<file path="config.mk">
export PLATFORM = sky130hd
export DESIGN_NAME = fifo_stream_reader
export DESIGN_NICKNAME = d
export VERILOG_FILES = /design/src/rtl/fifo_stream_reader.sv
export SDC_FILE = /design/constraint.sdc
export NUM_CORES = 1
export LEC_CHECK = 0
export BUFFER_PORTS_ARGS = -buffer_cell sky130_fd_sc_hd__buf_2
export CORE_ASPECT_RATIO = 0.9
export CORE_MARGIN = 1.5
export CORE_UTILIZATION = 44
export CTS_CLUSTER_DIAMETER = 80
export CTS_CLUSTER_SIZE = 24
export DETAILED_ROUTE_END_ITERATION = 8
export GPL_ROUTABILITY_DRIVEN = 0
export PLACE_DENSITY = 0.67
export SKIP_CTS_REPAIR_TIMING = 1
export SYNTH_ARGS = -nofsm -noshare
export SYNTH_HDL_FRONTEND = slang
export SYNTH_SLANG_ARGS = --single-unit
</file>
<file path="constraint.sdc">
create_clock -name clk -period 2.9 [get_ports clk]
set_clock_uncertainty 0.05 [all_clocks]
set_input_delay 0 -clock clk [delete_from_list [all_inputs] [get_ports clk]]
set_output_delay 0 -clock clk [all_outputs]
set_load 0.005 [all_outputs]
</file>
<file path="src/rtl/fifo_stream_reader.sv">
// Read-side engine for a 1-cycle-latency FIFO: a 2-entry skid buffer feeds a valid/ready stream master
// with fixed-length packet framing and a beat counter. Optional sequence checker: FIFO_RD_SEQ_CHECK_EN.
module fifo_stream_reader #(
  parameter int DW      = 16,
  parameter int PKT_LEN = 8,
  parameter int CNT_W   = 16
) (
  input  logic             clk,
  input  logic             rstp,
  input  logic [DW-1:0]    fifo_dout,
  input  logic             fifo_emptyp,
  output logic             fifo_readp,
  output logic [DW-1:0]    m_tdata,
  output logic             m_tvalid,
  input  logic             m_tready,
  output logic             m_tlast,
  output logic [CNT_W-1:0] word_cnt,
  output logic             seq_err
);

  localparam int            BW        = (PKT_LEN > 1) ? $clog2(PKT_LEN) : 1;
  localparam logic [BW-1:0] LAST_BEAT = BW'(PKT_LEN - 1);

  logic [1:0]    occ;
  logic          rd_pend;
  logic [DW-1:0] head_q;
  logic [DW-1:0] tail_q;
  logic [BW-1:0] beat;
  logic          pop;
  logic [2:0]    level;

  assign m_tvalid = (occ != 2'd0);
  assign m_tdata  = head_q;
  assign m_tlast  = m_tvalid & (beat == LAST_BEAT);
  assign pop      = m_tvalid & m_tready;

  // Occupancy the buffer would reach counting the read already in flight; pop
  // is only possible when occ>0, so this never goes negative.
  assign level      = 3'(occ) + 3'(rd_pend) - 3'(pop);
  assign fifo_readp = ~fifo_emptyp & (level < 3'd2);

  // NOTE: both data entries are reset as well so m_tdata reads 0 out of reset;
  // this is a 2-word buffer, not a RAM, so resetting it costs nothing.
  always_ff @(posedge clk or posedge rstp) begin
    if (rstp) begin
      occ     <= 2'd0;
      rd_pend <= 1'b0;
      head_q  <= '0;
      tail_q  <= '0;
    end else begin
      rd_pend <= fifo_readp;
      case ({rd_pend, pop})
        2'b10: begin
          if (occ == 2'd0) head_q <= fifo_dout;
          else             tail_q <= fifo_dout;
          occ <= occ + 2'd1;
        end
        2'b01: begin
          head_q <= tail_q;
          occ    <= occ - 2'd1;
        end
        2'b11: begin
          if (occ == 2'd2) begin
            head_q <= tail_q;
            tail_q <= fifo_dout;
          end else begin
            head_q <= fifo_dout;
          end
        end
        default: ;
      endcase
    end
  end

  always_ff @(posedge clk or posedge rstp) begin
    if (rstp) begin
      beat     <= '0;
      word_cnt <= '0;
    end else if (pop) begin
      beat     <= (beat == LAST_BEAT) ? '0 : beat + BW'(1);
      word_cnt <= word_cnt + CNT_W'(1);
    end
  end

`ifdef FIFO_RD_SEQ_CHECK_EN
  logic [DW-1:0] last_popped;
  logic          have_last;
  logic          seq_err_q;

  // The first accepted beat after reset only seeds the reference value.
  always_ff @(posedge clk or posedge rstp) begin
    if (rstp) begin
      last_popped <= '0;
      have_last   <= 1'b0;
      seq_err_q   <= 1'b0;
    end else if (pop) begin
      last_popped <= m_tdata;
      have_last   <= 1'b1;
      if (have_last && (m_tdata != last_popped + DW'(1))) seq_err_q <= 1'b1;
    end
  end

  assign seq_err = seq_err_q;
`else
  assign seq_err = 1'b0;
`endif

endmodule
</file>
==> key figures, run 1 <==
Run status
  • Outcome: finished clean

Synthesis
  • Syn Area/Cell: 11.8 um2
  • Synth unique cells: 36
  • Largest area contributor in the netlist: dfrtp_1
  • Seq/Total Area, Yosys: 54.0%
  • Post-synthesis register bit count: 54
  • Mapped Area: 2500 um2
  • XOR/XNOR share of the synthesized area: 5.95%
  • Largest family of logic cells by synthesized area: compound AO/OA/AOI/OAI gates
  • Largest cells by area after synthesis: dfrtp_1 (54%), mux2_4 (6.0%), a2bb2oi_1 (5.6%), nand2_1 (5.1%), xnor2_1 (3.8%)
  • Cell count after synthesis: 212
  • Synth Area in Compound Gates: 11.7%
  • Mapped Nets: 237
  • Syn. warnings: 0
  • Post-synth top area share: 54.0%
  • Multiplexer share of the synthesized area: 9.10%
  • Post-synthesis adder-cell area fraction: 2.80%
  • Simple logic cell fraction of the synthesized area: 11.1%

Global route
  • Vias in the first global route: 1,614
  • Antenna violations before repair: 0
  • Total gr overflow: 0
  • Global-route wire length before repair: 7.77 mm
  • Largest net degree at the start of global routing: 33
  • GRT Overall Usage: 17.0%

Clocking
  • Root buf cell: clkbuf_8
  • H-tree levels: 2
  • CTS tree: yes
  • Clk sink count: 54
  • Clk buf depth: 2
  • Clock latency on the worst-skew pair: 0.30 ns
  • Num CTS Buffers: 5
  • Clk slew on worst S/H paths: 0.10 ns

Timing
  • Fin. max-slew vios: 0
  • Setup TNS: 0 ns
  • Tcrit/Tclk final: 91.6%
  • Min cycle time layout: 2.65 ns
  • Setup-failing EPs final: 0
  • FMAX: 377 MHz
  • Pin slew with the least headroom to its limit: 0.727 ns
  • Relative max-transition margin: 51.5%
  • Final Hold Vio Count: 0
  • RSZ-0062 raised after global routing: false

Cells and area
  • Area Overhead vs Synth: 22.2%
  • Finished Layout Cells: 352
  • Fraction of layout cells with a size suffix above 1: 30.9%
  • Fillers: 472
  • Ant. Diodes: 0
  • Final nets: 309
  • Commonest non-fill, non-tap cell in the layout: buf_2
  • Core Util, Final: 56.9%
  • Most frequent cells in the layout: buf_2 (54), dfrtp_1 (53), nand2_1 (34)

Floorplanning
  • Core Rows: 25
  • Die Wd: 82.5 um
  • Initial Utilization: 46.5%
  • Die Ht: 74.6 um
  • Core Area: 5380 um2
  • Top Ports: 56
  • DIE AREA: 6150 um2

Worst setup path
  • Reg2Reg Setup Slack: 0.61 ns
  • Nature of the critical path endpoint: output pin
  • Setup CP Type: flip-flop to output pin
  • Worst endpoint data arrival time: 2.60 ns
  • Worst R2R Path Depth: 7
  • Worst Path Required: 2.85 ns
  • Critical Path Fanout Max: 10
  • CP Launch Type: flip-flop

Power and ir drop
  • Power Dens Cells: 936 nW/um2
  • Peak supply drop: 0.487 mV
  • Leak: 0.00154 uW
  • Total power: 2860 uW

Place
  • PortBufs: 54
  • Placed cells: 326
  • Post-DP HPWL: 3.24 mm

Drt
  • Routed wl met2: 2.20 mm
  • DR WL met3: 174 um
  • 1st-iter DRT viols: 68
  • Routed Antenna Nets: 0
  • Highest metal used: met4
  • Vias post-DR: 1,785
  • Via/cell ratio: 5.07
  • Post-route DRC: 0
  • WL final: 4.96 mm
  • Wl on met1: 2.52 mm
  • DR WL/cell: 14.1 um
  • DRT Pass-1 Iters: 4

Flow run
  • Max_cap viols: 0

Hold path
  • Worst hold path depth: 4
  • HP Class: primary input to flip-flop
critical path: stages, from the launching register on:
cell     delay [ns]
dfrtp_2        0.49
o21a_1         0.23
inv_4          0.13
ha_1           0.29
or2b_1         0.25
fa_1           0.38
xor2_1         0.15
nor3b_1        0.22
buf_2          0.16
through the flow:
stage	cell area (um2)	setup WS [ns]	hold slack, ns
2_1_floorplan	2500	0.508	-0.0101
5_1_grt	3060	0.0838	0.156
3_5_place_dp	2790	0.510	0.0988
4_1_cts	2880	0.145	-0.250
6_report	3060	0.245	0.123
3_3_place_gp	2790	0.565	0.0881
cells by family (layout without fill, tap and decap cells):
| kind of cell | count (synthesis) | in the layout |
|---|---|---|
| buffers and inverters | 18 | 91 |
| adder cells (fa/ha/maj) | 5 | 5 |
| other | 1 | 1 |
| flip-flops | 54 | 54 |
| AO/OA/AOI/OAI | 41 | 41 |
| multiplexers | 17 | 17 |
| AND/OR/NAND/NOR | 59 | 59 |
| XOR/XNOR | 17 | 17 |
routing by layer:
layer  up-vias  track usage (%)
met2        41             23.8
met4         0             6.67
met3         6             3.68
met1       864             25.5
li1        874                -
met5         -                0
cells in the mapped netlist:
| cell | n |
|---|---|
| dfrtp_1 | 54 |
| nand2_1 | 34 |
| a21oi_1 | 18 |
| a2bb2oi_1 | 16 |
| xnor2_1 | 11 |
| mux2_4 | 10 |
| inv_1 | 6 |
| mux2_2 | 6 |
| xor2_1 | 6 |
| and3_1 | 5 |
| buf_4 | 5 |
| ha_1 | 4 |
| nand3_1 | 4 |
| nand4_1 | 4 |
| buf_6 | 3 |
| nor2_1 | 3 |
| nor3_1 | 3 |
| buf_2 | 2 |
| a21o_1 | 1 |
| a21oi_2 | 1 |
| a21oi_4 | 1 |
| a311o_1 | 1 |
| and2b_2 | 1 |
| buf_12 | 1 |
| conb_1 | 1 |
| fa_1 | 1 |
| inv_4 | 1 |
| mux2i_1 | 1 |
| nand2b_1 | 1 |
| nor2_4 | 1 |
| nor3b_1 | 1 |
| nor4_1 | 1 |
| o211ai_1 | 1 |
| o21a_1 | 1 |
| o22ai_1 | 1 |
| or2b_1 | 1 |
final timing paths:
path                                          start                       end
min in group asynchronous                      rstp   word_cnt[2]$_DFFE_PP0P_
max in group asynchronous                      rstp    tail_q[11]$_DFFE_PP0P_
hold / removal                             m_tready        occ[1]$_DFFE_PP0N_
hold reg to reg            word_cnt[15]$_DFFE_PP0P_  word_cnt[15]$_DFFE_PP0P_
setup / recovery                 occ[1]$_DFFE_PP0N_                fifo_readp
setup reg to reg                 occ[1]$_DFFE_PP0N_         rd_pend$_DFF_PP0_
power by group:
group,total [uW],internal [uW],switching [uW]
logic,1150,629,523
clock network,436,193,242
registers,1270,1060,210
sequential cells by signal (all words and copies together) (netlist names):
name	flops
beat	3
m_tdata	16
occ	2
rd_pend	1
tail_q	16
word_cnt	16
final cells by class:
type / count / area, um2 / share of cell area [%]
Inverter: 7 / 28.8 / 0.941
Clock inverter: 1 / 5.00 / 0.164
Timing Repair Buffer: 76 / 480 / 15.7
Clock buffer: 7 / 86.3 / 2.82
Sequential cell: 54 / 1350 / 44.2
Tap cell: 67 / 83.8 / 2.74
Multi-Input combinational cell: 140 / 1020 / 33.4
(Power assumes the default switching activity.)
==> run 2: changes to the inputs <==
--- a/config.mk
+++ b/config.mk
@@ -12,3 +12,2 @@
 export CTS_CLUSTER_DIAMETER = 80
-export CTS_CLUSTER_SIZE = 24
 export DETAILED_ROUTE_END_ITERATION = 8
==> constraint.sdc (replaced) <==
create_clock -name clk -period 2.9 [get_ports clk]
set_clock_uncertainty 0.05 [all_clocks]
set_input_delay 0.58 -clock clk [delete_from_list [all_inputs] [get_ports clk]]
set_output_delay 0.58 -clock clk [all_outputs]
set_load 0.005 [all_outputs]
==> run 2 against run 1 <==
  * Critical path depth down 1
  * Largest cell class unchanged
  * Highest routed layer unchanged
  * Worst hold slack improved by 0.16 ns
  * Setup slack worse by 0.20 ns
  * Critical endpoint unchanged
  * First-iteration DRC count increased by 57%
==> key figures, run 2 (synthesis results as in run 1) <==
Power and ir drop
  • P_sw: 984 uW (+0.93%)
  • Sw Share: 33.3% (-0.82 points)
  • Int Power: 1980 uW (+4.7%)
  • Leak: 0.00150 uW (-2.6%)
  • Clock power frac: 16.5% (+1.3 points)
  • Sequential power share: 42.5% (-2.0 points)
  • Peak supply drop: 0.453 mV (-6.9%)
  • Power Dens Cells: 999 nW/um2 (+6.8%)
  • Comb power frac: 41.0% (+0.8 points)

Cells and area
  • Finished Layout Cells: 339 (-3.7%)
  • Most frequent cells in the layout: dfrtp_1 (54), buf_2 (54), nand2_1 (34)
  • Ant. Diodes: 0 (unchanged)
  • Area Overhead vs Synth: 18.3%
  • Final nets: 296 (-4.2%)
  • Fraction of layout cells with a size suffix above 1: 34.6% (+3.7 points)
  • Final non-filler cell area: 2960 um2 (-3.1%)
  • Fillers: 499 (+5.7%)

Timing
  • Relative max-transition margin: 46.9% (-4.7 points)
  • RSZ-0062 raised after global routing: true
  • Pin slew with the least headroom to its limit: 0.797 ns (+0.0699 ns)
  • FMAX: 351 MHz (-6.9%)
  • Setup-failing EPs final: 0 (unchanged)
  • Tcrit/Tclk final: 98.4% (+6.8 points)
  • Min cycle time layout: 2.85 ns (+0.198 ns)
  • Final Hold Vio Count: 0 (unchanged)
  • Fin. max-slew vios: 0 (unchanged)

Worst setup path
  • Crit-path cells: o21a_1, inv_4, ha_4, or2b_1, fa_2, nor3b_2, buf_2
  • Setup CP Type: flip-flop to output pin
  • Nature of the critical path endpoint: output pin
  • Crit-path slowest cell: fa_2
  • CP Launch Type: flip-flop
  • Slowest cell delay on critical path: 0.51 ns (+0.02 ns)
  • Critical Path Fanout Max: 2 (-8)
  • Crit-path leading delay family: adder cells
  • Worst Path Required: 2.27 ns (-0.58 ns)
  • Crit path buf inv count: 2 (unchanged)
  • Worst endpoint data arrival time: 2.22 ns (-0.38 ns)

Hold path
  • HP Class: primary input to async pin

Floorplanning
  • DIE AREA: 6150 um2 (unchanged)
  • Core Area: 5380 um2 (unchanged)
  • Top Ports: 56 (unchanged)
  • Die Ht: 74.6 um (unchanged)
  • Die Wd: 82.5 um (unchanged)
  • Core Rows: 25 (unchanged)
  • Initial Utilization: 46.5% (unchanged)

Place
  • Placed cells: 331 (+1.5%)
  • PortBufs: 54 (unchanged)
  • Placed Instance Area: 2840 um2 (+1.8%)
  • Post-DP HPWL: 3.42 mm (+5.5%)

Run status
  • Outcome: finished clean

Global route
  • Total gr overflow: 0 (unchanged)
  • Vias in the first global route: 1,674 (+3.7%)
  • Most used routing layer: met2
  • GRT Overall Usage: 17.3% (+0.32 points)
  • Met3 usage: 4.05% (+0.37 points)
  • Largest net degree at the start of global routing: 30 (-9.1%)
  • Global-route wire length before repair: 7.97 mm (+2.6%)
  • Grt met2 use: 27.0% (+3.2 points)
  • GRT met1 Usage: 23.9% (-1.6 points)
  • Antenna violations before repair: 0 (unchanged)

Flow run
  • Max_cap viols: 0 (unchanged)

Drt
  • DRT Pass-1 Iters: 4 (unchanged)
  • Routed Antenna Nets: 0 (unchanged)
  • Post-route DRC: 0 (unchanged)
  • Via/cell ratio: 5.15 (+1.6%)
  • 1st-iter DRT viols: 107 (+57%)
  • Vias post-DR: 1,747 (-2.1%)
  • DR WL/cell: 14.4 um (+2.5%)
  • WL final: 4.89 mm (-1.3%)

Clocking
  • Clock latency on the worst-skew pair: 0.30 ns (about the same)
  • Root buf cell: clkbuf_8
  • Num CTS Buffers: 5 (unchanged)
  • H-tree levels: 2 (unchanged)
  • CTS tree: yes
  • Clk buf depth: 2 (unchanged)
  • Clk sink count: 54 (unchanged)
  • Clk slew on worst S/H paths: 0.09 ns (about the same)
[run 2: routing by layer]
metal / share of wire, % / vias to the layer above
met1: 48 / 860
met5: 0 / -
met4: 1.2 / 0
met2: 47 / 31
li1: - / 851
met3: 3.8 / 5
[run 2: final timing paths]
| check | slack, ns | start | depth (start not counted) | endpoint |
|---|---|---|---|---|
| min in group clk | 0.39 | fifo_emptyp | 2 | rd_pend$_DFF_PP0_ |
| worst min-delay path | 0.28 | rstp | 2 | occ[0]$_DFFE_PP0N_ |
| worst max-delay path | 0.05 | occ[1]$_DFFE_PP0N_ | 7 | fifo_readp |
| max in group asynchronous | 1.96 | rstp | 3 | m_tdata[1]$_DFFE_PP0P_ |
| worst max register to register | 0.98 | occ[1]$_DFFE_PP0N_ | 6 | rd_pend$_DFF_PP0_ |
| worst min register to register | 0.43 | word_cnt[15]$_DFFE_PP0P_ | 1 | word_cnt[15]$_DFFE_PP0P_ |
[run 2: final cells by class]
| cell class | instances | area (um2) | share of cell area, % |
|---|---|---|---|
| inverters | 7 | 28.8 | 0.971 |
| flip-flops and latches | 54 | 1350 | 45.6 |
| multi-input cells | 140 | 1040 | 35.2 |
| repair buffers | 63 | 350 | 11.8 |
| clock inverters | 1 | 30.0 | 1.01 |
| well taps | 67 | 83.8 | 2.83 |
| clock buffers | 7 | 76.3 | 2.58 |
[run 2: worst reg2reg max path: stages, from the launching register on]
cell     delay (ns)
dfrtp_1        0.39
o21a_1         0.23
inv_4          0.07
ha_4           0.19
or2b_1         0.23
fa_2           0.51
nor3b_2        0.17
[run 2: power by group through the flow]
| stage | Combinational (uW) | Clock [uW] | Sequential, uW |
|---|---|---|---|
| 2_1_floorplan | 880 | 0 | 1250 |
| 3_5_place_dp | 1210 | 0 | 1260 |
| 5_1_grt | 1350 | 540 | 1300 |
| 6_report | 1210 | 488 | 1260 |
| 3_3_place_gp | 1180 | 0 | 1260 |
| 4_1_cts | 1220 | 509 | 1260 |
[run 2: through the flow]
step	hold slack [ns]	TNS [ns]	util [%]	power [uW]	worst slack, ns
after global placement	0.412	0	52.7	2440	0.00417
after floorplan	0.400	0	-	2130	0.0498
after detailed placement	0.419	-0.0364	52.7	2480	-0.0364
after global routing	0.320	-0.0641	55.1	3190	-0.0641
after CTS	0.297	-0.0835	54.7	2980	-0.0835
final	0.285	0	55.1	2960	0.0475
